==> src/rtl/time_demux.sv <==
// Receive-side 4-slot TDM demultiplexer: aligns to sof on slot 0, gathers
// three slots in shadow registers and publishes whole frames on the fourth.
module time_demux #(
    parameter int WIDTH = 2
) (
    input  logic             clk,
    input  logic             rst,
    input  logic [WIDTH-1:0] in,
    input  logic             in_valid,
    input  logic             sof,
    output logic [WIDTH-1:0] out0,
    output logic [WIDTH-1:0] out1,
    output logic [WIDTH-1:0] out2,
    output logic [WIDTH-1:0] out3,
    output logic             frame_valid,
    output logic             locked,
    output logic             sync_err
);

    typedef enum logic {
        ST_UNLOCKED = 1'b0,
        ST_LOCKED   = 1'b1
    } state_t;

    state_t           state_q, state_d;
    logic [1:0]       slot_q, slot_d;
    logic [WIDTH-1:0] sh0_q, sh0_d;
    logic [WIDTH-1:0] sh1_q, sh1_d;
    logic [WIDTH-1:0] sh2_q, sh2_d;
    logic [WIDTH-1:0] out0_q, out0_d;
    logic [WIDTH-1:0] out1_q, out1_d;
    logic [WIDTH-1:0] out2_q, out2_d;
    logic [WIDTH-1:0] out3_q, out3_d;
    logic             frame_valid_q, frame_valid_d;
    logic             sync_err_q, sync_err_d;

    // State register
    always_ff @(posedge clk) begin
        if (rst) begin
            state_q <= ST_UNLOCKED;
        end else begin
            state_q <= state_d;
        end
    end

    // Next-state logic: once locked we never drop lock except through reset
    always_comb begin
        state_d = state_q;
        if (state_q == ST_UNLOCKED && in_valid && sof) begin
            state_d = ST_LOCKED;
        end
    end

    // Output logic
    always_comb begin
        locked = (state_q == ST_LOCKED);
    end

    // Slot counter, shadow capture and frame publication
    always_comb begin
        slot_d        = slot_q;
        sh0_d         = sh0_q;
        sh1_d         = sh1_q;
        sh2_d         = sh2_q;
        out0_d        = out0_q;
        out1_d        = out1_q;
        out2_d        = out2_q;
        out3_d        = out3_q;
        frame_valid_d = 1'b0;
        sync_err_d    = 1'b0;
        if (in_valid) begin
            if (sof) begin
                // sof always restarts the frame; mid-frame it discards the partial frame
                sh0_d      = in;
                slot_d     = 2'd1;
                sync_err_d = (state_q == ST_LOCKED) && (slot_q != 2'd0);
            end else if (state_q == ST_LOCKED) begin
                case (slot_q)
                    2'd0: begin
                        sh0_d  = in;
                        slot_d = 2'd1;
                    end
                    2'd1: begin
                        sh1_d  = in;
                        slot_d = 2'd2;
                    end
                    2'd2: begin
                        sh2_d  = in;
                        slot_d = 2'd3;
                    end
                    default: begin
                        out0_d        = sh0_q;
                        out1_d        = sh1_q;
                        out2_d        = sh2_q;
                        out3_d        = in;
                        slot_d        = 2'd0;
                        frame_valid_d = 1'b1;
                    end
                endcase
            end
        end
    end

    always_ff @(posedge clk) begin
        if (rst) begin
            slot_q        <= '0;
            sh0_q         <= '0;
            sh1_q         <= '0;
            sh2_q         <= '0;
            out0_q        <= '0;
            out1_q        <= '0;
            out2_q        <= '0;
            out3_q        <= '0;
            frame_valid_q <= 1'b0;
            sync_err_q    <= 1'b0;
        end else begin
            slot_q        <= slot_d;
            sh0_q         <= sh0_d;
            sh1_q         <= sh1_d;
            sh2_q         <= sh2_d;
            out0_q        <= out0_d;
            out1_q        <= out1_d;
            out2_q        <= out2_d;
            out3_q        <= out3_d;
            frame_valid_q <= frame_valid_d;
            sync_err_q    <= sync_err_d;
        end
    end

    assign out0        = out0_q;
    assign out1        = out1_q;
    assign out2        = out2_q;
    assign out3        = out3_q;
    assign frame_valid = frame_valid_q;
    assign sync_err    = sync_err_q;

endmodule

==> config.mk <==
export PLATFORM = sky130hd
export DESIGN_NAME = time_demux
export DESIGN_NICKNAME = d
export VERILOG_FILES = /design/src/rtl/time_demux.sv
export SDC_FILE = /design/constraint.sdc
export NUM_CORES = 1
export LEC_CHECK = 0
export ABC_CLOCK_PERIOD_IN_PS = 1600
export BUFFER_PORTS_ARGS = -buffer_cell sky130_fd_sc_hd__buf_2
export CORE_MARGIN = 1.5
export CORE_UTILIZATION = 51
export DETAILED_ROUTE_END_ITERATION = 10
export GPL_ROUTABILITY_DRIVEN = 0
export PLACE_DENSITY = 0.74
export SLEW_MARGIN = 20
export SYNTH_ARGS = -nofsm -noshare
export SYNTH_HDL_FRONTEND = slang
export SYNTH_SLANG_ARGS = --single-unit
==> constraint.sdc <==
create_clock -name clk -period 1.6 [get_ports clk]
set_input_delay 0.32 -clock clk [delete_from_list [all_inputs] [get_ports clk]]
set_output_delay 0.32 -clock clk [all_outputs]
set_load 0.1 [all_outputs]
Word-level counts from Yosys, hierarchy flattened

Cells that the tools add are included.

Equality and inequality tests: 2
Mux-type cells: 7
Bitwise logic cells: 4
Reduce and logical (&&, ||, !) cells: 15

Operators with widths:

| kind                                          | count |
|---|---|
| AND reduction 4 bit                           | 3 |
| 2-to-1 mux 2 bit                              | 5 |
| one-hot mux 2 bit (3 select lines)            | 1 |
| nonzero test 2 bit                            | 3 |
| OR reduction 3 bit                            | 2 |
| NOT 1 bit                                     | 4 |
| OR reduction 4 bit                            | 1 |
| logical AND 1 bit                             | 3 |
| AND reduction 3 bit                           | 1 |
| == test 2 x 1 -> 1 bit, second input constant | 1 |
| == test 2 bit, second input constant          | 1 |
| logical NOT 2 bit                             | 1 |
| AND reduction 2 bit                           | 1 |
| 2-to-1 mux 1 bit                              | 1 |

Bits in registers: 19
Output and inout port bits: 11
Word-level logic and storage cells: 39

Longest topological paths before layout

Gate-level depths: netlist of the first run.

Word-level depth: 4
Mapped depth: 5
Mapped depth without buffers: 5

Worst setup path before layout of the first run

No wires, ideal clock.

Kind: reg2reg
Start point: register state_q (netlist: locked)
End point: register out0_q[0] (netlist: out0[0])
Library setup time: 67 ps
Data arrival time: 1697 ps
Data required time: 1533 ps
Slack: -164 ps
Cell stages (with the launch flop): 6
Buffers on the path: 2
Clock period less this slack: 1764 ps
Path through: dfxtp_1 -> buf_4 -> and4b_1 -> buf_6 -> nand2_1 -> a21oi_2

Word-level cells in the longest chain between the ends: 1

Ends and longest elaborated chain:

| element                       | RTL line | RTL |
|---|---|---|
| start: declaration            | 25       | `state_t state_q, state_d;` |
| start signal: assignment      | 42       | `state_q <= state_d;` |
| AND reduction 4 bit (no line) | --       |  |
| end signal: assignment        | 121      | `out0_q <= out0_d;` |
| end: declaration              | 30       | `logic [WIDTH-1:0] out0_q, out0_d;` |

Every way passes these cells.
A chain may end at the register's enable or synchronous reset.

Worst setup path after layout of the first run

Start point: register state_q (netlist: locked)
End point: output locked

RTL lines:

| element          | RTL line | RTL |
|---|---|---|
| end: declaration | 16       | `output logic locked,` |

No word-level cell between the ends.

==> results of run 1 <==
==> layer usage <==
metal / routed length (µm) / share of wire (%)
met5: 0 / 0
met4: 35 / 2.6
met2: 564 / 42
met3: 66 / 4.9
met1: 682 / 51
==> state kept, by name (all words and copies together), names as in the netlist <==
register / flops
slot_q: 2
frame_valid: 1
sh2_q: 2
out1: 2
sync_err: 1
locked: 1
out2: 2
sh0_q: 2
out0: 2
sh1_q: 2
out3: 2
==> layout by cell type (no fill, tap or decap), drive strengths merged <==
master and n:
inv 2, nand4b 4, buf 16, nand2 19
nor4b 1, mux2i 2, nand3b 4, nor4 1
o21ai 5, a211oi 1, and4b 1, a21oi 10
nor2 2, ha 4, dfxtp 19, nand2b 4
clkbuf 3, a21o 1, clkinv 1
==> cells in the mapped netlist <==
cell type  instances
buf_6              2
nand2b_1           4
buf_2              3
nor4_1             1
nand4b_2           1
o21ai_0            5
nor4b_1            1
a21oi_1            2
a211oi_1           1
nand2_2            2
dfxtp_1           19
buf_4              1
mux2i_1            2
nand3b_1           4
and4b_1            1
nand4b_1           3
nor2_1             2
a21o_1             1
a21oi_2            8
ha_1               4
inv_1              2
nand2_1           17
==> layout make-up <==
| class | count | area, µm² |
|---|---|---|
| clock buffers | 3 | 22.5 |
| fillers | 129 | 594 |
| inverters | 2 | 7.51 |
| repair buffers | 16 | 80.1 |
| multi-input cells | 59 | 395 |
| clock inverters | 1 | 5.00 |
| flip-flops and latches | 19 | 382 |
| well taps | 16 | 20.0 |
==> metrics by stage <==
step / setup slack [ps] / utilization, %
3_3_place_gp: 358 / 58.7
2_1_floorplan: 170 / -
5_1_grt: 43.0 / 60.5
3_5_place_dp: 311 / 58.7
6_report: 100 / 60.5
4_1_cts: 90.4 / 60.5
==> logic make-up after synthesis <==
| group | Yosys count | share of synthesized area [%] |
|---|---|---|
| compound gates | 17 | 14.5 |
| fa+ha+maj | 4 | 6.04 |
| buf+inv | 8 | 6.34 |
| flops | 19 | 45.9 |
| mux | 2 | 2.42 |
| simple gates | 36 | 24.8 |
==> worst max path at each step <==
stage,endpoint,slack (ps),cells after the start
2_1_floorplan,out0[0]$_SDFFE_PP0P_,170,5
3_3_place_gp,out0[0]$_SDFFE_PP0P_,360,4
3_5_place_dp,out0[1]$_SDFFE_PP0P_,310,4
4_1_cts,locked,90,1
5_1_grt,locked,40,1
6_report,locked,100,1
==> where the power goes <==
group	switching, W	leakage (nW)	internal (W)
combinational	0.0000427	0.211	0.0000216
clock	0.000150	0.0177	0.0000931
sequential	0.00000819	0.154	0.000481
==> reports/metrics.cfg, run 1 <==
[worst_setup_path]
critPathArrivalTime_ps=1180
r2r_end=out0[1]$_SDFFE_PP0P_
worst-path-buf-inv=1
cp_cell_sequence=buf_2
reg2reg_slack_ps=300
cp.required_ps=1280
r2r_cells=4
worstSetupPathType=flip-flop to output pin
cpPeakStageDelay_ps=450
worst_setup_path_end_kind=output pin
cpMaxStageDelayCell=buf_2
critPathTopFamily=buffers and inverters
crit_path_max_fanout=10
critPathLaunch=locked$_SDFFE_PP0P_
worstSetupStartpointType=flip-flop
worstReg2RegStart=slot_q[1]$_SDFFE_PP0P_

[drt]
totalWireLength_mm=1.35
wl_per_cell_um=11.6
routed_via_density=5.28
via_count=613
final_antenna_net_count=0
firstDrtPassIters=5
drc=0
drt_iter0_drc=8

[grt]
grt_use_total_pct=17.6
top_usage_layer=met2
grt_overflow=0
grt_pass1_wl_mm=2.42
antenna_found_initial=0
grt_pass1_vias=561
grt_use_met1_pct=22.8
met2_usage_pct=25.7
grtUsageMet3_pct=4.26
grt_max_degree=22

[clock_tree]
path_clk_slew_ps=110
numCtsBuffers=3
cts_buffer_depth=2
h-tree-depth=1
ctsHoldBuffers=0
root_buffer=clkbuf_4
postCtsSetupRepairBufs=0
clock_latency_ps=290
cts.sinks=19
cts_resized=0
tritoncts=done

[outcome]
status=finished, final reports clean

[logic_synthesis]
yosysWarnings=0
synth_cells=86
yosysTopAreaCell=dfxtp_1
avgSynthCellArea_um2=9.63
yosysTopAreaCellShare_pct=45.9
netlist_top_cells_area=dfxtp_1 (46%), a21oi_2 (8.5%), nand2_1 (7.7%)
syn-cell-area_um2=828
syn_nets=96
ys_types=22
synth-seq-cells=19
synth-seq-area-share_pct=45.9

[timing]
finalMaxSlewViolations=0
rsz0062_at_grt=false
clock.fmax_mhz=667
tns_ps=0
setup_violations=0
hold_ws_ps=259
fin_crit_ps=1500
maxSlewHeadroom_pct=68.0
hold_viol_final=0
tightestPinTransition_ps=484
skew_ps=1.33
timing.final.crit_share_pct=93.7

[finish]
fin_nets=111
fin_area_um2=912
area_growth_pct=10.1
finalNonFillerCells=116
drive_gt1_share_pct=32.0
antennaDiodeCount=0

[min_path]
min_path_cells=3
holdPathEnd=out3[0]$_SDFFE_PP0P_
hold_start=in[0]
worstHoldPathType=input pin to flip-flop

[die]
die_area_um2=1870
die_x_um=43.3
rows=14
core_um2=1510
ios=17
start_util_pct=55.0
die_h_um=43.3

[power_and_ir_drop]
power.density_nw_per_um2=873
leakagePower_nw=0.382
total_power_w=0.000796
vdd_drop_max_v=0.000533

[place]
io_buffers=16
place_inst=112
place_area_um2=885
dp_hpwl_um=927

[run]
drv_cap=0

Power figures use the tool's default switching activity.
==> inputs of run 2 (changes only) <==
--- a/config.mk
+++ b/config.mk
@@ -5,7 +5,7 @@
 export SDC_FILE = /design/constraint.sdc
 export NUM_CORES = 1
 export LEC_CHECK = 0
-export ABC_CLOCK_PERIOD_IN_PS = 1600
+export ABC_CLOCK_PERIOD_IN_PS = 1400
 export BUFFER_PORTS_ARGS = -buffer_cell sky130_fd_sc_hd__buf_2
 export CORE_MARGIN = 1.5
 export CORE_UTILIZATION = 51
==> constraint.sdc (replaced) <==
create_clock -name clk -period 1.4 [get_ports clk]
set_input_delay 0.28 -clock clk [delete_from_list [all_inputs] [get_ports clk]]
set_output_delay 0.28 -clock clk [all_outputs]
set_load 0.1 [all_outputs]
==> run 2 against run 1 <==
Net effect:
- global-route usage down 1.0 points
- die area unchanged
- via count up 0.65%
- clock power up 13%
- largest cell class unchanged
==> reports/metrics.cfg, run 2 (synthesis results as in run 1) <==
[timing]
tns_ps=0
finalMaxSlewViolations=0
tightestPinTransition_ps=486
layout_setup_ws_ps=55.4
rsz0062_at_grt=false
timing.final.crit_share_pct=96.0
setup_violations=0
maxSlewHeadroom_pct=67.8
fin_crit_ps=1340
clock.fmax_mhz=744
skew_ps=3.23
hold_viol_final=0

[clock_tree]
postCtsSetupRepairBufs=0
h-tree-depth=1
cts.sinks=19
cts_resized=0
numCtsBuffers=3
ctsHoldBuffers=0
tritoncts=done
clock_latency_ps=290
cts_buffer_depth=2
path_clk_slew_ps=110
root_buffer=clkbuf_4

[worst_setup_path]
cp_cell_sequence=buf_2
cp.required_ps=1120
worstSetupPathType=flip-flop to output pin
critPathTopFamily=buffers and inverters
crit_path_max_fanout=2
worst-path-buf-inv=1
cpMaxStageDelayCell=buf_2
cpPeakStageDelay_ps=420
worstSetupStartpointType=flip-flop
worst_setup_path_end_kind=output pin
critPathArrivalTime_ps=1060

[die]
rows=14
die_area_um2=1870
ios=17
start_util_pct=55.0
die_h_um=43.3
core_um2=1510
die_x_um=43.3

[finish]
fin_nets=111
area_growth_pct=12.2
finalNonFillerCells=116
fin_area_um2=930
final_cell_mix=dfxtp_1 (18), nand2_1 (17), buf_2 (15)
antennaDiodeCount=0
drive_gt1_share_pct=32.0
layout_commonest_cell=dfxtp_1

[place]
dp_hpwl_um=961
io_buffers=16
place_area_um2=902
dp_slack_ps=121
place_inst=112

[drt]
drc=0
firstDrtPassIters=4
via_count=617
final_antenna_net_count=0
routed_via_density=5.32
totalWireLength_mm=1.35
drt_iter0_drc=8
wl_per_cell_um=11.6

[grt]
antenna_found_initial=0
grt_max_degree=22
grt_pass1_vias=570
grt_use_total_pct=16.6
grt_pass1_wl_mm=2.36
grt_overflow=0

[power_and_ir_drop]
power.density_nw_per_um2=983
total_power_w=0.000914
vdd_drop_max_v=0.000490
leakagePower_nw=0.386

[run]
drv_cap=0

[min_path]
worstHoldPathType=input pin to flip-flop

[outcome]
status=finished, final reports clean

==> run 2: cell counts in the layout (fill, tap and decap cells not counted) <==
No cell type changed its count.
==> run 2: layer usage <==
layer	wire [µm]	GRT usage, %	vias up
li1	-	-	318
met1	690	23.3	285
met2	601	24.2	12
met3	45	3.83	2
met4	11	7.27	0
met5	0	0	-
==> run 2: worst paths after layout <==
check	cells past startpoint	from	slack [ps]	endpoint
worst min register to register	2	sh2_q[1]$_SDFFE_PP0P_	470	out2[1]$_SDFFE_PP0P_
worst max-delay path	1	out0[0]$_SDFFE_PP0P_	60	out0[0]
worst max register to register	4	slot_q[1]$_SDFFE_PP0P_	120	out1[1]$_SDFFE_PP0P_
worst min-delay path	3	in[1]	220	out3[1]$_SDFFE_PP0P_
==> run 2: worst register-to-register path: cells and delay by family (launching register included) <==
kind / cells / cell delay, ps
AOI/OAI and AO/OA: 1 / 120
DFF: 1 / 390
and+or+nand+nor: 2 / 540
adders and majority gates: 1 / 190
==> run 2: stage by stage <==
| stage | hold WS (ps) | util, % |
|---|---|---|
| after detailed placement | 452 | 59.9 |
| after CTS | 209 | 61.7 |
| after global placement | 448 | 59.9 |
| final | 220 | 61.7 |
| after global routing | 220 | 61.7 |
| after floorplan | 407 | - |
==> run 2: cell type report <==
type,count,area (µm²)
inverter,2,7.51
fill,129,577
sequential,19,384
timing repair buffer,16,95.1
clock inverter,1,5.00
multi-input combinational,59,395
tap,16,20.0
clock buffer,3,22.5
==> run 2: where the power goes <==
group          internal [W]  switching (W)  leakage, nW   total, W
registers          0.000549      0.0000102        0.154   0.000559
clock network      0.000106       0.000169       0.0177   0.000275
logic             0.0000305      0.0000491        0.214  0.0000796
==> inputs of run 3 (changes only) <==
--- a/config.mk
+++ b/config.mk
@@ -5,6 +5,7 @@
 export SDC_FILE = /design/constraint.sdc
 export NUM_CORES = 1
 export LEC_CHECK = 0
+export ABC_AREA = 1
 export ABC_CLOCK_PERIOD_IN_PS = 1400
 export BUFFER_PORTS_ARGS = -buffer_cell sky130_fd_sc_hd__buf_2
 export CORE_MARGIN = 1.5
==> run 3 against run 2 <==
Net effect:
- global-route usage up 2.4 points
- critical path depth unchanged
- power up 2.9%
==> reports/metrics.cfg, run 3 <==
[outcome]
status=finished, final reports clean

[drt]
dr.max_layer_used=met4
drc=0
final_antenna_net_count=0
dr_wl_met2_um=776
wl_met3_um=58
drt_iter0_drc=21
m1WireLength_um=744
wl_per_cell_um=10.6
via_count=744
totalWireLength_mm=1.61
routed_via_density=4.89
firstDrtPassIters=4

[logic_synthesis]
synth.most_common_cell=nor2_1
ys_types=15
synth-seq-area-share_pct=45.0
synth-seq-cells=19
synthFlopType=dfxtp_1
avgSynthCellArea_um2=7.22
async_flop_share_pct=0
synth_cells=117
yosysWarnings=0
syn-cell-area_um2=845
yosysTopAreaCellShare_pct=45.0
netlist_top_cells_area=dfxtp_1 (45%), nor2_1 (14%), nand2_1 (9.3%)
yosysTopAreaCell=dfxtp_1
syn_nets=127
synth_edf_count=0
yosys-top-cells-count=nor2_1 (32), nand2_1 (21), dfxtp_1 (19)

[finish]
drive_gt1_share_pct=19.9
fin_util_pct=63.7
antennaDiodeCount=0
layout_commonest_cell=nor2_1
fin_nets=147
final_cell_mix=nor2_1 (32), nand2_1 (21), dfxtp_1 (18)
area_growth_pct=15.0
nFillCells=151

[timing]
fin_crit_ps=1350
setup_violations=0
skew_ps=1.16
clock.fmax_mhz=740
tns_ps=0
finalMaxSlewViolations=0
hold_viol_final=0
maxSlewHeadroom_pct=67.8
timing.final.crit_share_pct=96.5
tightestPinTransition_ps=486
hold_ws_ps=189
rsz0062_at_grt=false

[power_and_ir_drop]
leakagePower_nw=0.479
switchingPower_w=0.000251
total_power_w=0.000941
seqPwrFrac_pct=59.7
vdd_drop_max_v=0.000552
combPwrFrac_pct=11.1
power.density_nw_per_um2=969
clkPwrFrac_pct=29.2
p_int_w=0.000690
sw_frac_of_total_pct=26.6

[run]
drv_cap=0

[worst_setup_path]
worst_setup_path_end_kind=output pin
critPathArrivalTime_ps=1070
cpPeakStageDelay_ps=430
r2r_end=sync_err$_SDFF_PP0_
reg2reg_slack_ps=180
critPathLaunch=out3[1]$_SDFFE_PP0P_
cpMaxStageDelayCell=buf_2
worstSetupPathType=flip-flop to output pin
critPathTopFamily=buffers and inverters
worst-path-buf-inv=1
crit_path_max_fanout=2
r2r_cells=3
worstReg2RegStart=slot_q[0]$_SDFFE_PP0P_
cp_cell_sequence=buf_2
worstSetupStartpointType=flip-flop
cp.required_ps=1120

[die]
ios=17
die_h_um=43.7
start_util_pct=55.4
rows=14
die_area_um2=1910
core_um2=1520
die_x_um=43.7

[min_path]
hold_start=rst
min_path_cells=2
holdPathEnd=locked$_SDFFE_PP0P_
worstHoldPathType=input pin to flip-flop

[clock_tree]
h-tree-depth=1
postCtsSetupRepairBufs=0
cts_resized=1
ctsHoldBuffers=0
tritoncts=done
cts.sinks=19
clock_latency_ps=300
cts_buffer_depth=2
root_buffer=clkbuf_4
numCtsBuffers=3
path_clk_slew_ps=110

[grt]
grt_use_total_pct=18.9
grt_pass1_wl_mm=2.62
grt_pass1_vias=613
grt_max_degree=16
grt_overflow=0
antenna_found_initial=0

[place]
dp_hpwl_mm=1.18
io_buffers=16

run 3: cell count changes after synthesis, sizes merged, moves of 2 or more:
cell and delta:
o21ai -5, nand3b +2, nand2 +4, nand4b -4
inv +11, nand3 +11, buf -5, nor2 +32
nand2b -4, mux2i -2, a21oi -6
run 3: power groups by stage:
stage / clock (W) / combinational, W / sequential (W)
final: 0.000274 / 0.000104 / 0.000562
after floorplan: 0 / 0.0000612 / 0.000587
after global routing: 0.000306 / 0.000117 / 0.000563
after global placement: 0 / 0.000100 / 0.000573
after CTS: 0.000282 / 0.000104 / 0.000561
after detailed placement: 0 / 0.000103 / 0.000574
run 3: how the worst max path moves through the flow:
stage / endpoint / slack, ps / cells past startpoint
3_5_place_dp: out1[1]$_SDFFE_PP0P_ / 200 / 6
5_1_grt: out3[1] / 6 / 1
2_1_floorplan: out3[1]$_SDFFE_PP0P_ / 90 / 5
3_3_place_gp: out0[1]$_SDFFE_PP0P_ / 230 / 6
4_1_cts: out3[1] / 40 / 1
6_report: out3[1] / 50 / 1
run 3: per-stage QoR:
stage               std cells  area [µm²]  setup slack [ps]
global route              152         971              5.81
CTS                       152         971              35.3
global placement          148         941               231
detailed placement        148         941               197
finish                    152         971              49.2
floorplan                 117         846              85.0
run 3: cell type report:
type                       instances  area [µm²]  share of cell area (%)
tap                               16        20.0                    2.06
multi-input combinational         84         410                    42.3
clock inverter                     1        5.00                   0.515
inverter                          13        48.8                    5.03
timing repair buffer              16        82.6                    8.51
clock buffer                       3        22.5                    2.32
sequential                        19         382                    39.3
run 3: cell families (layout without fill, tap and decap cells):
group	count (synthesis)	count (layout)	share of synthesized area, %
AND/OR/NAND/NOR	76	76	40.3
buffers and inverters	14	33	6.37
AO/OA/AOI/OAI	4	4	2.37
adder cells (fa/ha/maj)	4	4	5.93
flip-flops	19	19	45.0
run 3: routing by layer:
layer	up-vias	global-route usage [%]
met1	320	23.6
met3	5	3.75
met5	-	0
met4	0	9.09
li1	403	-
met2	16	31.2
